`src/rtl/sram_ring_scheduler_pkg.sv`:
```
// Shared definitions for the SRAM ring scheduler. This package holds the FSM
// state encoding, the default burst sizes and ring geometry, and a helper
// that sizes the final reads while the ring drains.
package sram_ring_scheduler_pkg;

  typedef enum logic [2:0] {
    ST_IDLE       = 3'd0,
    ST_ARB        = 3'd1,
    ST_WR_WAIT    = 3'd2,
    ST_RD_WAIT    = 3'd3,
    ST_DRAIN_ARB  = 3'd4,
    ST_DRAIN_WAIT = 3'd5
  } state_e;

  localparam int unsigned DEF_WR_BURST          = 1024;
  localparam int unsigned DEF_RD_BURST          = 4096;
  localparam int unsigned DEF_SRAM_DEPTH        = 32768;
  localparam logic [13:0] DEF_USB_FIFO_MAX_USED = 14'h3000;
  localparam int unsigned DEF_WDOG_LIMIT        = 65535;

  // A drain read moves whatever is left, up to one full read burst.
  function automatic logic [14:0] drain_len(input logic [15:0] level,
                                            input int unsigned rd_burst);
    if (32'(level) >= rd_burst) drain_len = 15'(rd_burst);
    else                        drain_len = level[14:0];
  endfunction

endpackage

```
`src/rtl/sram_rr_arbiter.sv`:
```
// Round-robin write/read arbiter for the SRAM ring.
// Ports:
//   clk, reset_n        clock, asynchronous active-low reset
//   arb_en_i            high while the scheduler may start a run-mode burst
//   sram_fifo_usedw_i   input FIFO fill (words waiting to be written)
//   usb_fifo_usedw_i    output FIFO fill (space check for reads)
//   level_i             words currently held in the ring
//   wr_grant_o          start a write burst this cycle
//   rd_grant_o          start a read burst this cycle
// When both sides are eligible the side not granted last wins. last_rd_q
// resets to "read" so the first tie goes to the write side.
module sram_rr_arbiter
  import sram_ring_scheduler_pkg::*;
#(
  parameter int unsigned WR_BURST          = DEF_WR_BURST,
  parameter int unsigned RD_BURST          = DEF_RD_BURST,
  parameter int unsigned SRAM_DEPTH        = DEF_SRAM_DEPTH,
  parameter logic [13:0] USB_FIFO_MAX_USED = DEF_USB_FIFO_MAX_USED
) (
  input  logic        clk,
  input  logic        reset_n,
  input  logic        arb_en_i,
  input  logic [10:0] sram_fifo_usedw_i,
  input  logic [13:0] usb_fifo_usedw_i,
  input  logic [15:0] level_i,
  output logic        wr_grant_o,
  output logic        rd_grant_o
);

  logic wr_ok;
  logic rd_ok;
  logic last_rd_q;
  logic last_rd_d;

  // Write needs a full burst waiting and room for all of it in the ring.
  assign wr_ok = (32'(sram_fifo_usedw_i) >= WR_BURST) &&
                 (32'(level_i) + WR_BURST <= SRAM_DEPTH);
  // Read needs a full burst stored and USB FIFO headroom.
  assign rd_ok = (32'(level_i) >= RD_BURST) &&
                 (usb_fifo_usedw_i <= USB_FIFO_MAX_USED);

  assign wr_grant_o = arb_en_i && wr_ok && (!rd_ok || last_rd_q);
  assign rd_grant_o = arb_en_i && rd_ok && (!wr_ok || !last_rd_q);

  always_comb begin
    last_rd_d = last_rd_q;
    if (wr_grant_o)      last_rd_d = 1'b0;
    else if (rd_grant_o) last_rd_d = 1'b1;
  end

  always_ff @(posedge clk or negedge reset_n) begin
    if (!reset_n) last_rd_q <= 1'b1;
    else          last_rd_q <= last_rd_d;
  end

endmodule

```
`src/rtl/sram_ring_scheduler.sv`:
```
// Schedules write and read bursts between an input FIFO, a ring buffer in
// SRAM and a USB output FIFO. Exactly one burst is outstanding at a time.
// Ports:
//   clk, reset_n                    clock, asynchronous active-low reset
//   iRunStart                       level, acquisition run enable
//   SRAM_FIFO_usedw, USB_FIFO_usedw FIFO fill levels
//   WR_RunEnd, RD_RunEnd            burst-complete pulses from SRAM controller
//   WR_iRunStart, RD_iRunStart      one-cycle burst start pulses
//   WR/RD_START_ADDR, WR/RD_DATA_NUM burst descriptors
//   Data_iRunStart                  data source enable
//   sram_level, sram_empty, sram_full ring occupancy
//   wdog_err                        sticky burst-timeout flag
//   dbg_state_o                     current FSM state
// Burst handshake: a start pulse is high for exactly the first cycle of the
// matching WAIT state, with START_ADDR/DATA_NUM valid from that cycle until
// the next grant of that side. The controller answers with a one-cycle
// RunEnd; a RunEnd seen outside the matching WAIT state is dropped.
module sram_ring_scheduler
  import sram_ring_scheduler_pkg::*;
#(
  parameter int unsigned WR_BURST          = DEF_WR_BURST,
  parameter int unsigned RD_BURST          = DEF_RD_BURST,
  parameter int unsigned SRAM_DEPTH        = DEF_SRAM_DEPTH,
  parameter logic [13:0] USB_FIFO_MAX_USED = DEF_USB_FIFO_MAX_USED,
  parameter int unsigned WDOG_LIMIT        = DEF_WDOG_LIMIT
) (
  input  logic        clk,
  input  logic        reset_n,
  input  logic        iRunStart,
  input  logic [10:0] SRAM_FIFO_usedw,
  input  logic [13:0] USB_FIFO_usedw,
  input  logic        WR_RunEnd,
  input  logic        RD_RunEnd,
  output logic        WR_iRunStart,
  output logic        RD_iRunStart,
  output logic [14:0] WR_START_ADDR,
  output logic [14:0] RD_START_ADDR,
  output logic [14:0] WR_DATA_NUM,
  output logic [14:0] RD_DATA_NUM,
  output logic        Data_iRunStart,
  output logic [15:0] sram_level,
  output logic        sram_empty,
  output logic        sram_full,
  output logic        wdog_err,
  output logic [2:0]  dbg_state_o
);

  localparam logic [14:0] WR_NUM = 15'(WR_BURST);
  localparam logic [14:0] RD_NUM = 15'(RD_BURST);

  state_e      state_q, state_d;
  logic [14:0] wr_ptr_q, wr_ptr_d;
  logic [14:0] rd_ptr_q, rd_ptr_d;
  logic [15:0] level_q, level_d;
  logic [14:0] wr_addr_q, wr_addr_d;
  logic [14:0] rd_addr_q, rd_addr_d;
  logic [14:0] wr_num_q, wr_num_d;
  logic [14:0] rd_num_q, rd_num_d;
  logic        wr_start_q, wr_start_d;
  logic        rd_start_q, rd_start_d;
  logic        data_en_q, data_en_d;
  logic        wdog_err_q, wdog_err_d;
  logic [15:0] wdog_cnt_q, wdog_cnt_d;

  logic arb_en;
  logic wr_grant;
  logic rd_grant;
  logic usb_ok;
  logic wdog_trip;

  assign arb_en    = (state_q == ST_ARB) && iRunStart;
  assign usb_ok    = (USB_FIFO_usedw <= USB_FIFO_MAX_USED);
  // Trips on the WDOG_LIMIT-th consecutive cycle spent waiting.
  assign wdog_trip = (32'(wdog_cnt_q) == WDOG_LIMIT - 1);

  sram_rr_arbiter #(
    .WR_BURST          (WR_BURST),
    .RD_BURST          (RD_BURST),
    .SRAM_DEPTH        (SRAM_DEPTH),
    .USB_FIFO_MAX_USED (USB_FIFO_MAX_USED)
  ) u_arb (
    .clk               (clk),
    .reset_n           (reset_n),
    .arb_en_i          (arb_en),
    .sram_fifo_usedw_i (SRAM_FIFO_usedw),
    .usb_fifo_usedw_i  (USB_FIFO_usedw),
    .level_i           (level_q),
    .wr_grant_o        (wr_grant),
    .rd_grant_o        (rd_grant)
  );

  always_comb begin
    state_d    = state_q;
    wr_ptr_d   = wr_ptr_q;
    rd_ptr_d   = rd_ptr_q;
    level_d    = level_q;
    wr_addr_d  = wr_addr_q;
    rd_addr_d  = rd_addr_q;
    wr_num_d   = wr_num_q;
    rd_num_d   = rd_num_q;
    wr_start_d = 1'b0;
    rd_start_d = 1'b0;
    data_en_d  = data_en_q;
    wdog_err_d = wdog_err_q;
    wdog_cnt_d = wdog_cnt_q;

    unique case (state_q)
      ST_IDLE: begin
        wr_ptr_d  = '0;
        rd_ptr_d  = '0;
        level_d   = '0;
        data_en_d = 1'b0;
        if (iRunStart) begin
          data_en_d  = 1'b1;
          wdog_err_d = 1'b0;
          state_d    = ST_ARB;
        end
      end

      ST_ARB: begin
        if (!iRunStart) begin
          data_en_d = 1'b0;
          state_d   = ST_DRAIN_ARB;
        end else if (wr_grant) begin
          wr_start_d = 1'b1;
          wr_addr_d  = wr_ptr_q;
          wr_num_d   = WR_NUM;
          wdog_cnt_d = '0;
          state_d    = ST_WR_WAIT;
        end else if (rd_grant) begin
          rd_start_d = 1'b1;
          rd_addr_d  = rd_ptr_q;
          rd_num_d   = RD_NUM;
          wdog_cnt_d = '0;
          state_d    = ST_RD_WAIT;
        end
      end

      ST_WR_WAIT: begin
        if (WR_RunEnd) begin
          wr_ptr_d = wr_ptr_q + wr_num_q;
          level_d  = level_q + {1'b0, wr_num_q};
          // A run stopped mid-burst goes straight to draining.
          if (iRunStart) begin
            state_d = ST_ARB;
          end else begin
            data_en_d = 1'b0;
            state_d   = ST_DRAIN_ARB;
          end
        end else if (wdog_trip) begin
          wdog_err_d = 1'b1;
          data_en_d  = 1'b0;
          state_d    = ST_IDLE;
        end else begin
          wdog_cnt_d = wdog_cnt_q + 16'd1;
        end
      end

      ST_RD_WAIT: begin
        if (RD_RunEnd) begin
          rd_ptr_d = rd_ptr_q + rd_num_q;
          level_d  = level_q - {1'b0, rd_num_q};
          if (iRunStart) begin
            state_d = ST_ARB;
          end else begin
            data_en_d = 1'b0;
            state_d   = ST_DRAIN_ARB;
          end
        end else if (wdog_trip) begin
          wdog_err_d = 1'b1;
          data_en_d  = 1'b0;
          state_d    = ST_IDLE;
        end else begin
          wdog_cnt_d = wdog_cnt_q + 16'd1;
        end
      end

      ST_DRAIN_ARB: begin
        // No new writes; empty the ring through the USB FIFO.
        if (level_q == '0) begin
          state_d = ST_IDLE;
        end else if (usb_ok) begin
          rd_start_d = 1'b1;
          rd_addr_d  = rd_ptr_q;
          rd_num_d   = drain_len(level_q, RD_BURST);
          wdog_cnt_d = '0;
          state_d    = ST_DRAIN_WAIT;
        end
      end

      ST_DRAIN_WAIT: begin
        if (RD_RunEnd) begin
          rd_ptr_d = rd_ptr_q + rd_num_q;
          level_d  = level_q - {1'b0, rd_num_q};
          state_d  = ST_DRAIN_ARB;
        end else if (wdog_trip) begin
          wdog_err_d = 1'b1;
          data_en_d  = 1'b0;
          state_d    = ST_IDLE;
        end else begin
          wdog_cnt_d = wdog_cnt_q + 16'd1;
        end
      end

      default: state_d = ST_IDLE;
    endcase
  end

  always_ff @(posedge clk or negedge reset_n) begin
    if (!reset_n) begin
      state_q    <= ST_IDLE;
      wr_ptr_q   <= '0;
      rd_ptr_q   <= '0;
      level_q    <= '0;
      wr_addr_q  <= '0;
      rd_addr_q  <= '0;
      wr_num_q   <= '0;
      rd_num_q   <= '0;
      wr_start_q <= 1'b0;
      rd_start_q <= 1'b0;
      data_en_q  <= 1'b0;
      wdog_err_q <= 1'b0;
      wdog_cnt_q <= '0;
    end else begin
      state_q    <= state_d;
      wr_ptr_q   <= wr_ptr_d;
      rd_ptr_q   <= rd_ptr_d;
      level_q    <= level_d;
      wr_addr_q  <= wr_addr_d;
      rd_addr_q  <= rd_addr_d;
      wr_num_q   <= wr_num_d;
      rd_num_q   <= rd_num_d;
      wr_start_q <= wr_start_d;
      rd_start_q <= rd_start_d;
      data_en_q  <= data_en_d;
      wdog_err_q <= wdog_err_d;
      wdog_cnt_q <= wdog_cnt_d;
    end
  end

  assign WR_iRunStart   = wr_start_q;
  assign RD_iRunStart   = rd_start_q;
  assign WR_START_ADDR  = wr_addr_q;
  assign RD_START_ADDR  = rd_addr_q;
  assign WR_DATA_NUM    = wr_num_q;
  assign RD_DATA_NUM    = rd_num_q;
  assign Data_iRunStart = data_en_q;
  assign sram_level     = level_q;
  assign sram_empty     = (level_q == '0);
  assign sram_full      = (32'(level_q) + WR_BURST > SRAM_DEPTH);
  assign wdog_err       = wdog_err_q;
  assign dbg_state_o    = state_q;

endmodule

```
`config.mk`:
```
export PLATFORM = sky130hd
export DESIGN_NAME = sram_ring_scheduler
export DESIGN_NICKNAME = d
export VERILOG_FILES = /design/src/rtl/sram_ring_scheduler_pkg.sv /design/src/rtl/sram_rr_arbiter.sv /design/src/rtl/sram_ring_scheduler.sv
export SDC_FILE = /design/constraint.sdc
export NUM_CORES = 1
export LEC_CHECK = 0
export BUFFER_PORTS_ARGS = -buffer_cell sky130_fd_sc_hd__buf_2
export CAP_MARGIN = 25
export CORE_ASPECT_RATIO = 0.6
export CORE_MARGIN = 1.5
export CORE_UTILIZATION = 55
export DETAILED_ROUTE_END_ITERATION = 12
export GPL_TIMING_DRIVEN = 0
export HOLD_SLACK_MARGIN = 0.15
export PLACE_DENSITY_LB_ADDON = 0.3
export SYNTH_ARGS = -nofsm -noshare
export SYNTH_HDL_FRONTEND = slang
export SYNTH_SLANG_ARGS = --single-unit
```
`constraint.sdc`:
```
create_clock -name clk -period 8.9 [get_ports clk]
set_clock_uncertainty 0.2 [all_clocks]
set_input_delay 0.445 -clock clk [delete_from_list [all_inputs] [get_ports clk]]
set_output_delay 0.445 -clock clk [all_outputs]
set_load 0.02 [all_outputs]
```
Word level (Yosys, flattened, before mapping) --
Cells that the tools add are included.
Storage, ports and cells: bits in registers 116, output and inout bits 85, word-level logic and storage cells 140
Operators by class: $add $sub $neg 6, magnitude comparators 5, eq/ne operators 20, muxes and demuxes 64, reduce and logical (&&, ||, !) cells 31
Operators by type and width (number):
- $mux 15 | 13
- $mux 16 | 10
- $pmux 15 s2 | 4
- $pmux 16 s4 | 1
- $pmux 16 s3 | 1
- $mux 3 | 11
- $gt 32x16->1 const B | 1
- $le 32x16->1 const B | 1
- $mux 1 | 20
- $ne 2x2->1 const B | 10
- $pmux 3 s6 | 1
- $add 16x11->17 const B | 1
- $add 16x1->16 const B | 1
- $add 16x11->16 | 1
- $eq 16x16->1 const B | 1
- $ge 16x13->1 const B | 1
- $logic_not 16->1 | 1
- $sub 16x15->16 | 1
- $add 15x11->15 | 1
- $add 15x15->15 | 1
- $le 14x14->1 const B | 1
- $ge 11x11->1 const B | 1
- $reduce_and 3->1 | 3
- $reduce_bool 2->1 | 4
- 22 further kinds | 35

Depth between registers and ports, before layout --
word-level depth 10, gate-level depth with buffers 11

By module --
A second synthesis with hierarchy kept.
Second synthesis, totals: cells, all modules 666, area, all modules 6159.7 µm²
Modules (own cells, without submodules):
- sram_ring_scheduler | times used 1, cells each 644, area an instance 5992.0 µm², sequential area each 2377.3 µm²
- sram_rr_arbiter | times used 1, cells each 22, area an instance 167.7 µm², sequential area each 26.3 µm²

Worst setup path before layout --
No wires, ideal clock.
kind reg2reg, start point register rd_num_q[0] (netlist: RD_DATA_NUM[0]), end point register rd_ptr_q[14], setup time 0.133 ns, arrival 2.633 ns, required time 8.567 ns, slack 5.934 ns, stages on the path, launching flop included 10, buffers on the path 0, period minus slack after synthesis 2.966 ns, cell sequence dfrtp_1 > ha_1 > fa_1 > a211o_1 > a2111oi_0 > o31ai_1 > a211oi_1 > xnor2_1 > o211ai_1 > o31ai_1
On the way: word-level cells in the longest chain between the ends 3
RTL lines:
- start: declaration | RTL line sram_ring_scheduler.sv:58 | logic [14:0] rd_num_q, rd_num_d;
- start signal: assignment | RTL line sram_ring_scheduler.sv:232 | rd_num_q <= rd_num_d;
- $add 15x15->15 | RTL line sram_ring_scheduler.sv:161, sram_ring_scheduler.sv:193
- $mux 15 | RTL line sram_ring_scheduler.sv:160, sram_ring_scheduler.sv:192
- $pmux 15 s2 | RTL line sram_ring_scheduler.sv:107 | unique case (state_q)
- end signal: assignment | RTL line sram_ring_scheduler.sv:227 | rd_ptr_q <= rd_ptr_d;
- end: declaration | RTL line sram_ring_scheduler.sv:53 | logic [14:0] rd_ptr_q, rd_ptr_d;
Every way passes these cells. The select of a mux whose other input is x is not followed. A chain may end at the register's enable or synchronous reset.

Final worst setup path --
Same ends and word-level chain as after synthesis.

==> impl_metrics.ini <==
[placement]
dp_hpwl_um = 12000
io_buffer_count = 80
place.gp.congestion = 0.970
placed_cells_incl_taps = 899
preCtsSetupSlack_ns = 5.46

[clocking]
clock-sinks = 96
clkLatencyLatePin_ns = 0.35
path_clk_slew_ns = 0.07
cts_buffers = 9
post_cts_buffers = 0
cts_tree = yes
htree_levels = 3
clock_path_buffers = 2
cts_root_buf = clkbuf_16

[worst_hold_path]
hold_class = in2reg
worstHoldEndpoint = u_arb.last_rd_q
holdCritStartpoint = iRunStart
holdPathStages = 3

[global_routing]
antenna_found_initial = 0
busiest_layer = met2
met3_usage_pct = 6.73
grt_pass1_vias = 5212
grt_pass1_wl_um = 26200
grt_overflow = 0
grt_max_degree = 72
gr-usage-met2_pct = 43.3
grt_use_total_pct = 28.1
grtUsageMet1_pct = 40.3

[route]
via_per_inst = 6.09
postRouteAntennaNets = 0
routed_wl_um = 16100
wl_per_cell_um = 17.5
dr.pass1.iters = 5
vias = 5579
drt_iter0_drc = 574
drc = 0

[power_and_ir_drop]
finalPower_w = 0.00209
power_density_nw_per_um2 = 297
leakagePower_nw = 3.47
peakVddDrop_mv = 0.222

[worst_setup_path]
path_class = reg2reg
path_max_fanout = 4
max_stage_delay_ns = 0.66
critical_path.endpoint_type = register
r2r-start = RD_DATA_NUM[0]
regToRegEndpoint = rd_ptr_q[14]
critPathBufInv = 0
reg2reg_slack_ns = 5.46
cpMostUsedCell = o31ai_1
cp_top_family = compound AO/OA/AOI/OAI gates
slowest_stage = a2111oi_0
cp_num_cells = 9
r2r_cells = 9
arrival_ns = 3.44
path_cells = ha_1, fa_1, a211o_1, a2111oi_0, o31ai_1, a211oi_1, xnor2_1, o211ai_1, o31ai_1
crit_required_ns = 8.91
critPathLaunchType = register

[floorplanning]
die-width_um = 138
die_h_um = 84.1
die-area_sq_um = 11600
row_count = 29
core-area_sq_um = 10600
start_util_pct = 56.7
ios = 115

[final_layout]
layout-drive-gt1-share_pct = 21.2
n_antenna_cell = 0
syn2layout_area_growth_pct = 16.6
nNetsFinal = 839
instances_no_fill = 916

[synthesis]
syn_avg_cell_area_sq_um = 9.20
async_reset_ff_share_pct = 100
yosysWarnings = 0
synth_cells = 656
ys.flop_type = dfrtp_1
synth-seq-cells = 96
synth_area_sq_um = 6030
synth_top_area_share_pct = 39.4
yosysUniqueCellTypes = 68
yosys.area.top_type = dfrtp_1
synth_seq_area_share_pct = 39.8
synth-edff-count = 0
ys_top_cells_by_area = dfrtp_1, ha_1, o21ai_0

[outcome]
status = finished clean

[timing]
hold_viol_final = 0
setup_viol = 0
tightestPinTransition_ns = 0.733
fin_ws_ns = 5.46
fmax_ghz = 0.291
fin_crit_ns = 3.44
relSlewSlack_pct = 49.8
fin_crit_sh_pct = 38.6
maxSlewViolCount = 0
setup_tns_ns = 0
rsz0062_at_grt = false

[flow_run]
drv_cap = 0
-- timing repair --
item                                   CTS  global route
endpoints found under the hold margin   25             0
gates resized for setup                  0             0
hold buffers                             1             0
-- kinds of logic after synthesis --
| group | Yosys count | share of synthesized area, % |
|---|---|---|
| simple gates | 209 | 17.0 |
| other cells | 1 | 0.0622 |
| buf+inv | 81 | 7.01 |
| mux | 22 | 4.06 |
| compound gates | 186 | 20.6 |
| flops | 96 | 39.8 |
| xor+xnor | 24 | 3.48 |
| fa+ha+maj | 37 | 7.92 |
-- stage by stage --
step / util [%] / cell area, sq um / hold WS (ns)
finish: 66.2 / 7030 / 0.301
global route: 66.2 / 7030 / 0.313
CTS: 66.2 / 7030 / 0.287
detailed placement: 63.2 / 6720 / 0.190
global placement: 63.0 / 6690 / 0.269
floorplan: - / 6120 / -0.0506
-- report_power, final --
group | internal (W) | total (W) | switching [W]
Clock | 0.000226 | 0.000397 | 0.000171
Combinational | 0.000404 | 0.00110 | 0.000698
Sequential | 0.000505 | 0.000592 | 0.0000870
Total | 0.00114 | 0.00209 | 0.000956
-- cells in the final DEF (no fill, tap or decap), drive strengths merged, types with 3 or more instances in the layout --
cell,Yosys,layout
or2,3,3
o22ai,3,3
inv,32,32
and3,12,12
nand2,55,55
o21a,8,8
o21ai,72,72
nor3,11,11
nor2,44,44
a311o,3,3
buf,31,112
xor2,11,11
a21o,10,10
xnor2,13,13
ha,35,35
nand3,41,41
a22oi,6,6
nand2b,11,11
o221ai,3,3
and2,5,5
mux2,20,20
o31ai,16,16
nor2b,9,9
o21bai,8,8
clkbuf,18,30
nand4,4,4
a31oi,5,5
conb,1,24
nor4,7,7
a21oi,27,27
dfrtp,95,95
-- cells in the mapped netlist, types with 3 or more instances --
master    number
a21o_1        10
a21oi_1       27
a22oi_1        6
a311o_1        3
a31oi_1        5
and2_1         5
and3_1        11
buf_4         25
buf_6          3
clkbuf_1      18
dfrtp_1       95
ha_1          35
inv_1         32
mux2_2        20
nand2_1       54
nand2b_1      11
nand3_1       41
nand4_1        3
nor2_1        44
nor2b_1        9
nor3_1        10
nor4_1         6
o21a_1         8
o21ai_0       66
o21ai_1        6
o21bai_1       8
o221ai_1       3
o22ai_1        3
o31ai_1       10
o31ai_2        4
xnor2_1       13
xor2_1        11
-- layout make-up --
| cell class | instances | area (sq um) |
|---|---|---|
| clock inverter | 4 | 53.8 |
| timing repair buffer | 82 | 440 |
| fill | 848 | 3600 |
| multi-input combinational | 502 | 3290 |
| clock buffer | 12 | 246 |
| tap | 139 | 174 |
| inverter | 32 | 120 |
| sequential | 96 | 2400 |
| buffer | 49 | 303 |
-- how the worst max path moves through the flow --
stage	start	endpoint
3_5_place_dp	RD_DATA_NUM[0]	rd_ptr_q[14]
4_1_cts	RD_DATA_NUM[0]	rd_ptr_q[14]
3_3_place_gp	RD_DATA_NUM[0]	rd_ptr_q[14]
2_1_floorplan	RD_DATA_NUM[0]	rd_ptr_q[14]
6_report	RD_DATA_NUM[0]	rd_ptr_q[14]
5_1_grt	RD_DATA_NUM[0]	rd_ptr_q[14]
-- layer usage --
layer | routed length, um | vias up
met1 | 7140 | 2719
met4 | 176 | 0
met5 | 0 | -
met3 | 1440 | 21
met2 | 7310 | 282
li1 | - | 2557
-- worst register-to-register path, cell delays in order (launching register included) --
cell	delay [ns]
dfrtp_1	0.43
ha_1	0.25
fa_1	0.43
a211o_1	0.30
a2111oi_0	0.66
o31ai_1	0.29
a211oi_1	0.30
xnor2_1	0.15
o211ai_1	0.18
o31ai_1	0.10
-- state kept, by name, summed over array words and instances (netlist names) --
signal	count
WR_START_ADDR	5
RD_START_ADDR	15
RD_iRunStart	1
sram_level	16
Data_iRunStart	1
rd_ptr_q	15
dbg_state_o	3
wdog_err	1
WR_iRunStart	1
WR_DATA_NUM	1
wr_ptr_q	5
wdog_cnt_q	16
RD_DATA_NUM	15
u_arb.last_rd_q	1
Note: power is estimated with default switching activity, not from simulation.
